[config.mk]
export PLATFORM = sky130hd
export DESIGN_NAME = tt_selector_palanca
export DESIGN_NICKNAME = d
export VERILOG_FILES = /design/src/rtl/tt_maquina_pkg.sv /design/src/rtl/tt_sincronizador.sv /design/src/rtl/tt_selector_palanca.sv
export SDC_FILE = /design/constraint.sdc
export NUM_CORES = 1
export LEC_CHECK = 0
export ABC_AREA = 1
export CORE_MARGIN = 1.5
export CORE_UTILIZATION = 30
export DETAILED_ROUTE_END_ITERATION = 8
export PLACE_DENSITY = 0.58
export REMOVE_ABC_BUFFERS = 1
export SLEW_MARGIN = 20
export SYNTH_ARGS = -nofsm -noshare
export SYNTH_HDL_FRONTEND = slang
export SYNTH_SLANG_ARGS = --single-unit
export TNS_END_PERCENT = 50
[constraint.sdc]
create_clock -name clk -period 1.6 [get_ports clk]
set_input_delay 0.48 -clock clk [delete_from_list [all_inputs] [get_ports clk]]
set_output_delay 0.48 -clock clk [all_outputs]
set_load 0.005 [all_outputs]
[src/rtl/tt_maquina_pkg.sv]
// Shared definitions between the lever command generator and the gear-selector
// FSM: position encoding, selector state encoding and the brake interlock rule.
package tt_maquina_pkg;

    // Position encoding, identical to the selector FSM's {M1,M0} state
    localparam logic [1:0] EST_P = 2'b00;
    localparam logic [1:0] EST_N = 2'b01;
    localparam logic [1:0] EST_R = 2'b10;
    localparam logic [1:0] EST_D = 2'b11;

    typedef enum logic [1:0] {
        ESPERA = 2'b00,
        FILTRO = 2'b01,
        VALIDA = 2'b10
    } sel_estado_e;

    // Brake interlock: entering Park is always safe; leaving Park and the
    // direct Reverse/Drive swaps need the brake pressed.
    function automatic logic permitido(input logic [1:0] origen,
                                       input logic [1:0] destino,
                                       input logic       freno);
        logic ok;
        if (destino == EST_P) begin
            ok = 1'b1;
        end else if (origen == EST_P) begin
            ok = freno;
        end else if ((origen == EST_R && destino == EST_D) ||
                     (origen == EST_D && destino == EST_R)) begin
            ok = freno;
        end else begin
            ok = 1'b1;
        end
        return ok;
    endfunction

    // One-hot command vector {D,R,N,P} for a position
    function automatic logic [3:0] pulso_de(input logic [1:0] pos);
        return 4'b0001 << pos;
    endfunction

endpackage

[src/rtl/tt_sincronizador.sv]
// Two-flop synchronizer for a bus of independent asynchronous bits.
module tt_sincronizador #(
    parameter int WIDTH = 1
) (
    input  logic             clk,
    input  logic             reset_n,
    input  logic [WIDTH-1:0] d_i,
    output logic [WIDTH-1:0] q_o
);

    logic [WIDTH-1:0] meta_q;
    logic [WIDTH-1:0] sync_q;

    // Two register stages to resolve metastability on the raw contacts
    always_ff @(posedge clk or negedge reset_n) begin
        if (!reset_n) begin
            meta_q <= '0;
            sync_q <= '0;
        end else begin
            meta_q <= d_i;
            sync_q <= meta_q;
        end
    end

    assign q_o = sync_q;

endmodule

[src/rtl/tt_selector_palanca.sv]
// Gear lever command generator: synchronizes and debounces the four lever
// contacts, applies the brake interlock and issues one-cycle P/N/R/D pulses
// to the selector FSM. Optional macro SELECTOR_REINTENTO_EN re-emits the
// accepted position's pulse when the FSM feedback stays out of step for
// 32 cycles while idle.
module tt_selector_palanca
    import tt_maquina_pkg::*;
#(
    parameter  int DEB_CYCLES = 16,
    localparam int DEB_W      = $clog2(DEB_CYCLES + 1)
) (
    input  logic       clk,
    input  logic       reset_n,
    input  logic       lever_p,
    input  logic       lever_n,
    input  logic       lever_r,
    input  logic       lever_d,
    input  logic       freno,
    input  logic [1:0] estado_fsm,
    output logic       P,
    output logic       N,
    output logic       R,
    output logic       D,
    output logic       rechazo,
    output logic       invalido,
    output logic       sincronizado
);

    logic [3:0]       lev_sync;
    logic             cand_vld;
    logic [1:0]       cand_pos;

    sel_estado_e      state_q;
    logic [1:0]       pos_ok_q;
    logic [1:0]       pos_cand_q;
    logic [DEB_W-1:0] cnt_q;
    logic [3:0]       pulse_q;
    logic             rechazo_q;
    logic             invalido_q;
    logic             blk_vld_q;
    logic [1:0]       blk_pos_q;
`ifdef SELECTOR_REINTENTO_EN
    localparam int    REINT_CICLOS = 32;
    logic [4:0]       reint_q;
`endif

    tt_sincronizador #(
        .WIDTH(4)
    ) u_sincronizador (
        .clk    (clk),
        .reset_n(reset_n),
        .d_i    ({lever_d, lever_r, lever_n, lever_p}),
        .q_o    (lev_sync)
    );

    // Decode: exactly one synced contact names a candidate position
    always_comb begin
        cand_vld = 1'b1;
        cand_pos = EST_P;
        case (lev_sync)
            4'b0001: cand_pos = EST_P;
            4'b0010: cand_pos = EST_N;
            4'b0100: cand_pos = EST_R;
            4'b1000: cand_pos = EST_D;
            default: cand_vld = 1'b0;
        endcase
    end

    // Debounce / interlock FSM with registered command and status outputs
    always_ff @(posedge clk or negedge reset_n) begin
        if (!reset_n) begin
            state_q    <= ESPERA;
            pos_ok_q   <= EST_P;
            pos_cand_q <= EST_P;
            cnt_q      <= '0;
            pulse_q    <= '0;
            rechazo_q  <= 1'b0;
            invalido_q <= 1'b0;
            blk_vld_q  <= 1'b0;
            blk_pos_q  <= EST_P;
`ifdef SELECTOR_REINTENTO_EN
            reint_q    <= '0;
`endif
        end else begin
            pulse_q    <= '0;
            invalido_q <= !cand_vld;
`ifdef SELECTOR_REINTENTO_EN
            reint_q    <= '0;
`endif
            // A blocked position is forgotten as soon as the lever moves off it
            if (blk_vld_q && (!cand_vld || cand_pos != blk_pos_q)) begin
                blk_vld_q <= 1'b0;
            end
            case (state_q)
                ESPERA: begin
                    if (cand_vld && cand_pos != pos_ok_q &&
                        !(blk_vld_q && cand_pos == blk_pos_q)) begin
                        pos_cand_q <= cand_pos;
                        cnt_q      <= DEB_W'(1);
                        state_q    <= FILTRO;
                    end else begin
                        cnt_q <= '0;
`ifdef SELECTOR_REINTENTO_EN
                        if (!sincronizado) begin
                            if (reint_q == 5'(REINT_CICLOS - 1)) begin
                                pulse_q <= pulso_de(pos_ok_q);
                                reint_q <= '0;
                            end else begin
                                reint_q <= reint_q + 5'd1;
                            end
                        end
`endif
                    end
                end
                FILTRO: begin
                    if (cand_vld && cand_pos == pos_cand_q) begin
                        cnt_q <= cnt_q + DEB_W'(1);
                        if (cnt_q == DEB_W'(DEB_CYCLES - 1)) begin
                            state_q <= VALIDA;
                        end
                    end else begin
                        cnt_q   <= '0;
                        state_q <= ESPERA;
                    end
                end
                VALIDA: begin
                    if (permitido(pos_ok_q, pos_cand_q, freno)) begin
                        pos_ok_q  <= pos_cand_q;
                        pulse_q   <= pulso_de(pos_cand_q);
                        rechazo_q <= 1'b0;
                    end else begin
                        rechazo_q <= 1'b1;
                        blk_vld_q <= 1'b1;
                        blk_pos_q <= pos_cand_q;
                    end
                    cnt_q   <= '0;
                    state_q <= ESPERA;
                end
                default: begin
                    cnt_q   <= '0;
                    state_q <= ESPERA;
                end
            endcase
        end
    end

    assign P            = pulse_q[0];
    assign N            = pulse_q[1];
    assign R            = pulse_q[2];
    assign D            = pulse_q[3];
    assign rechazo      = rechazo_q;
    assign invalido     = invalido_q;
    assign sincronizado = (estado_fsm == pos_ok_q);

endmodule

==> flow_metrics.py, run 1 <==
metrics = {
    "place": {
        "dp_cells": 200,
        "hpwlAfterDp_mm": 1.581,
        "post-place-ws_ns": -0.5452,
        "place.gp.congestion": 0.7797,
        "io_buffers": 15,
    },
    "layout": {
        "diodes": 0,
        "post-route-util": 0.3947,
        "syn_to_final_growth_pct": 24.98,
        "layout-drive-gt1-share": 0.1818,
        "fillers": 388,
        "fin_cells": 204,
        "multi_input_area_um2": 491.7,
        "seq_area_um2": 700.7,
        "fin_nets": 166,
    },
    "run": {
        "cap_violations": 0,
    },
    "power": {
        "power_mw": 1.436,
        "power_density_mw_per_mm2": 903.3,
        "p_leak_nw": 0.7986,
        "irDropWorstVdd_uv": 583.2,
    },
    "global_route": {
        "grt_pass1_wl_mm": 3.864,
        "grt_max_degree": 29,
        "grt_usage": 0.1122,
        "gr-total-overflow": 0,
        "first_global_vias": 944,
        "antenna_found_initial": 0,
    },
    "routing": {
        "wl_per_cell_um": 10.21,
        "drc": 0,
        "firstDrtPassIters": 4,
        "drt_iter0_markers": 19,
        "routed_wl_mm": 2.082,
        "via_per_inst": 4.314,
        "ant_nets": 0,
        "vias": 880,
    },
    "synth": {
        "ys_warn_count": 0,
        "synth_ff_type": "dfrtp_1",
        "synth-seq-cells": 28,
        "syn-mean-instance-area_um2": 9.640,
        "synth_edf_count": 0,
        "synth_async_sr_flop_share": 1.000,
        "ys_types": 22,
        "ys_seq_area_frac": 0.5506,
        "syn_area_mm2": 0.001272,
        "syn_inst": 132,
    },
    "hold_path": {
        "min_path_cells": 0,
        "hold_class": "reg -> reg",
        "min_from": "u_sincronizador.meta_q[0]",
        "min_to": "u_sincronizador.q_o[0]",
    },
    "timing": {
        "worst_slack_ns": 0.04920,
        "rsz0062_at_grt": "yes",
        "period_needed_ns": 1.551,
        "setup_violations": 0,
        "tightest_slew_ns": 0.2408,
        "slew_headroom": 0.8389,
        "slew_violations": 0,
        "fmax_mhz": 644.8,
        "hold_violations": 0,
        "timing.final.crit_share": 0.9693,
        "fin_skew_ns": 0.004945,
    },
    "setup_path": {
        "worst-path-max-fanout": 1,
        "cp.arrival_ns": 1.07,
        "crit_type": "in -> out",
        "critPathLaunchType": "input pin",
        "rrSetupSlack_ns": 0.18,
        "cp.required_ns": 1.12,
        "r2r-end": "pulse_q[2]",
        "cp-end-kind": "output port",
        "reg2reg_depth": 10,
        "r2r_start": "pos_ok_q[1]",
    },
    "cts": {
        "tritoncts": "yes",
        "path_clk_slew_ns": 0.09,
        "clkSinkCount": 28,
        "clock_latency_ns": 0.27,
        "cts_setup_buffers": 0,
        "cts_buffer_depth": 2,
        "htree_levels": 1,
        "root_buffer": "clkbuf_8",
        "cts_buffers": 3,
    },
    "die": {
        "io_pins": 16,
        "num_rows": 23,
        "dieArea_mm2": 0.004641,
        "fp.dieW_um": 68.13,
        "core_area_mm2": 0.004029,
        "die_h_um": 68.13,
        "start_util": 0.3158,
    },
    "run_status": {
        "status": "finished clean",
    },
}
-- synthesized netlist by cell type, types with 3 or more instances --
cell type  number  share of area
nand2_1        26          0.077
o21ai_0         5          0.020
nand3_1         6          0.024
xor2_1          3          0.021
nor2_1         20          0.059
nand4_1         3          0.015
inv_1          15          0.044
nand3_2         3          0.024
nand2_2         3          0.015
dfrtp_1        28           0.55
-- sequential cells by signal, indices dropped and copies added (netlist names) --
name                    count
u_sincronizador.q_o         4
invalido                    1
pos_ok_q                    2
blk_vld_q                   1
u_sincronizador.meta_q      4
cnt_q                       5
pulse_q                     4
pos_cand_q                  2
rechazo                     1
state_q                     2
blk_pos_q                   2
-- where the power goes --
group	internal, mW	switching (mW)
clock	0.335	0.209
combinational	0.0618	0.0807
sequential	0.729	0.0211
-- final cells by class --
type,count,area share
sequential,28,0.4406
inverter,17,0.04013
tap,50,0.03934
clock inverter,1,0.01888
timing repair buffer,20,0.1259
multi-input combinational,85,0.3092
clock buffer,3,0.02596
-- metrics by stage --
stage               hold WS, ns  cell area (um^2)   TNS [ns]
finish                   0.3556              1590          0
global route             0.3622              1590  -0.006248
CTS                      0.3570              1578          0
detailed placement       0.3355              1516    -0.6024
global placement         0.3330              1516    -0.5124
floorplan                0.1844              1254          0
-- routing by layer --
metal	wire, um	vias to the layer above	track usage
li1	-	452	-
met1	893	406	0.1212
met2	1031	18	0.1930
met3	126	4	0.03783
met4	31	0	0.06000
met5	0	-	0
-- cells by family (layout without fill, tap and decap cells) --
family / count (synthesis) / in the layout / share of synthesized area
simple gates: 70 / 70 / 0.2851
flops: 28 / 28 / 0.5506
buf+inv: 19 / 41 / 0.06489
compound gates: 8 / 8 / 0.03343
xor+xnor: 5 / 5 / 0.04622
fa+ha+maj: 2 / 2 / 0.01966
-- placed cells by master (no fill, tap or decap), drive strengths merged --
master,synthesis,routed
nand2,29,29
dfrtp,28,28
nor2,24,24
inv,17,17
nand3,11,11
o21ai,7,7
clkdlybuf4s50,0,6
buf,1,6
xor2,5,5
dlygate4sd2,0,4
dlymetal6s2s,0,4
nand4,3,3
clkbuf,1,3
nor3,2,2
ha,2,2
a21boi,1,1
nor3b,1,1
bufinv,0,1
-- worst max path at each step --
stage | slack, ns | from | depth (start not counted) | endpoint
global route | -0.006 | estado_fsm[0] | 4 | sincronizado
detailed placement | -0.55 | estado_fsm[1] | 4 | sincronizado
floorplan | 0.38 | u_sincronizador.q_o[0] | 8 | cnt_q[0]
finish | 0.05 | estado_fsm[0] | 4 | sincronizado
CTS | 0.001 | pulse_q[2] | 1 | R
global placement | -0.51 | estado_fsm[1] | 4 | sincronizado
-- worst max-delay path, stage by stage --
cell and delay, ns:
dlygate4sd2_1 0.24, xor2_1 0.15, nor2_1 0.09, buf_2 0.11
-- timing repair --
item / CTS / global route
hold buffers: 0 / 0
resized for setup: 8 / 5
endpoints found under the hold margin: 0 / 0
endpoints found under the setup margin: 3 / 6
pin swaps: 3 / 0
No activity file was read; power rests on OpenSTA's default activity.
==> inputs of run 2 (changes only) <==
CTS_CLUSTER_DIAMETER = 40   (was not set)
==> results of run 2 <==
Final layout, timing and power as in run 1 (identical DEF).
==> inputs of run 3 (changes only) <==
PLACE_DENSITY = not set   (was 0.58)
==> run 3 against run 2 <==
Compared with the run above:
- design area fell by 0.39%
- via count fell by 0.45%
- flip-flop and latch count did not move
==> flow_metrics.py, run 3 (same netlist as run 1, synthesis figures left out) <==
metrics = {
    "routing": {
        "drc": 0,
        "wl_met1_um": 902,
        "wl_met2_mm": 1.009,
        "via_per_inst": 4.315,
        "wl_per_cell_um": 9.951,
        "maxUsedRoutingLayer": "met4",
        "drt_iter0_markers": 41,
        "firstDrtPassIters": 4,
        "ant_nets": 0,
        "vias": 876,
        "wl_met3_um": 100,
        "routed_wl_mm": 2.020,
    },
    "global_route": {
        "grt_max_degree": 29,
        "grt_pass1_wl_mm": 3.560,
        "grt_usage": 0.1006,
        "antenna_found_initial": 0,
        "first_global_vias": 819,
        "gr-total-overflow": 0,
    },
    "die": {
        "die_h_um": 68.13,
        "start_util": 0.3158,
        "core_area_mm2": 0.004029,
        "dieArea_mm2": 0.004641,
        "io_pins": 16,
        "num_rows": 23,
        "fp.dieW_um": 68.13,
    },
    "cts": {
        "cts_buffer_depth": 2,
        "cts_buffers": 3,
        "clock_latency_ns": 0.27,
        "cts_setup_buffers": 0,
        "tritoncts": "yes",
        "path_clk_slew_ns": 0.09,
        "cts_hold_buffers": 0,
        "clkSinkCount": 28,
        "htree_levels": 1,
        "root_buffer": "clkbuf_8",
    },
    "place": {
        "post-place-ws_ns": -0.5242,
        "dp_cells": 199,
        "io_buffers": 15,
        "hpwlAfterDp_mm": 1.543,
        "place.gp.congestion": 0.7559,
    },
    "setup_path": {
        "r2r_start": "pos_cand_q[1]",
        "crit_type": "in -> out",
        "cp.required_ns": 1.12,
        "worst-path-max-fanout": 1,
        "reg2reg_depth": 6,
        "rrSetupSlack_ns": 0.17,
        "cp.arrival_ns": 1.08,
        "critPathLaunchType": "input pin",
        "cp-end-kind": "output port",
        "r2r-end": "blk_pos_q[0]",
    },
    "timing": {
        "fmax_mhz": 640.4,
        "period_needed_ns": 1.562,
        "slew_violations": 0,
        "worst_slack_ns": 0.03849,
        "tightest_slew_ns": 0.3618,
        "rsz0062_at_grt": "no",
        "fin_tns_setup_ns": 0,
        "timing.final.crit_share": 0.9759,
        "fin_skew_ns": 0.0006945,
        "slew_headroom": 0.7588,
        "hold_violations": 0,
        "setup_violations": 0,
    },
    "layout": {
        "syn_to_final_growth_pct": 24.48,
        "max_flop_register": "cnt_q",
        "fin_cells": 203,
        "fin_nets": 165,
        "layout-drive-gt1-share": 0.1699,
        "largest_reg_flops": 5,
        "diodes": 0,
        "post-route-util": 0.3932,
        "layout_commonest_cell": "dfrtp_1",
        "final_cell_mix": "dfrtp_1 (28), nand2_1 (26), nor2_1 (20)",
    },
    "hold_path": {
        "min_path_cells": 0,
        "hold_class": "reg -> reg",
        "min_from": "u_sincronizador.meta_q[3]",
        "min_to": "u_sincronizador.q_o[3]",
    },
    "power": {
        "irDropWorstVdd_uv": 649.8,
        "power_density_mw_per_mm2": 903.3,
        "p_leak_nw": 0.8073,
        "power_mw": 1.431,
    },
    "run": {
        "cap_violations": 0,
    },
    "run_status": {
        "status": "finished clean",
    },
}
## run 3: cell count changes in the layout (fill, tap and decap cells not counted), sizes merged
| cell | change |
|---|---|
| dlymetal6s2s | +1 |
| dlygate4sd2 | -1 |
| buf | -1 |
## run 3: where the power goes
part | switching (mW) | total, mW | internal [mW]
logic | 0.0733 | 0.130 | 0.0570
clock network | 0.210 | 0.545 | 0.335
registers | 0.0266 | 0.755 | 0.729
## run 3: metal layers
metal	up-vias	GRT usage
met1	407	0.1195
met4	0	0.01500
met5	-	0
met3	3	0.02961
met2	15	0.1820
li1	451	-
## run 3: per-stage QoR
stage / area [um^2] / hold slack [ns]
5_1_grt: 1584 / 0.3651
3_3_place_gp: 1509 / 0.3326
3_5_place_dp: 1509 / 0.3364
6_report: 1584 / 0.3559
2_1_floorplan: 1254 / 0.1844
4_1_cts: 1572 / 0.3588
## run 3: how the worst max path moves through the flow
stage	startpoint	to	slack, ns	cells past startpoint
after global placement	estado_fsm[1]	sincronizado	-0.50	4
final	estado_fsm[0]	sincronizado	0.04	4
after global routing	estado_fsm[0]	sincronizado	0.01	4
after floorplan	u_sincronizador.q_o[0]	cnt_q[0]	0.38	8
after CTS	pulse_q[3]	D	0.003	1
after detailed placement	estado_fsm[1]	sincronizado	-0.52	4
## run 3: critical path: stages
cell and delay (ns):
dlygate4sd2_1 0.24, xor2_1 0.15, nor2_1 0.10, buf_2 0.12
## run 3: final cells by class
cell class,count,area [um^2]
fillers,393,2445
flip-flops and latches,28,700.7
multi-input cells,85,489.2
repair buffers,19,196.4
inverters,17,63.81
well taps,50,62.56
clock buffers,3,41.29
clock inverters,1,30.03
## run 3: repair_timing
| item | in CTS | in global routing |
|---|---|---|
| gates resized for setup | 7 | 5 |
| gates cloned | 0 | 0 |
| pin swaps | 3 | 0 |
| endpoints found under the setup margin | 2 | 5 |
| endpoints found under the hold margin | 0 | 0 |
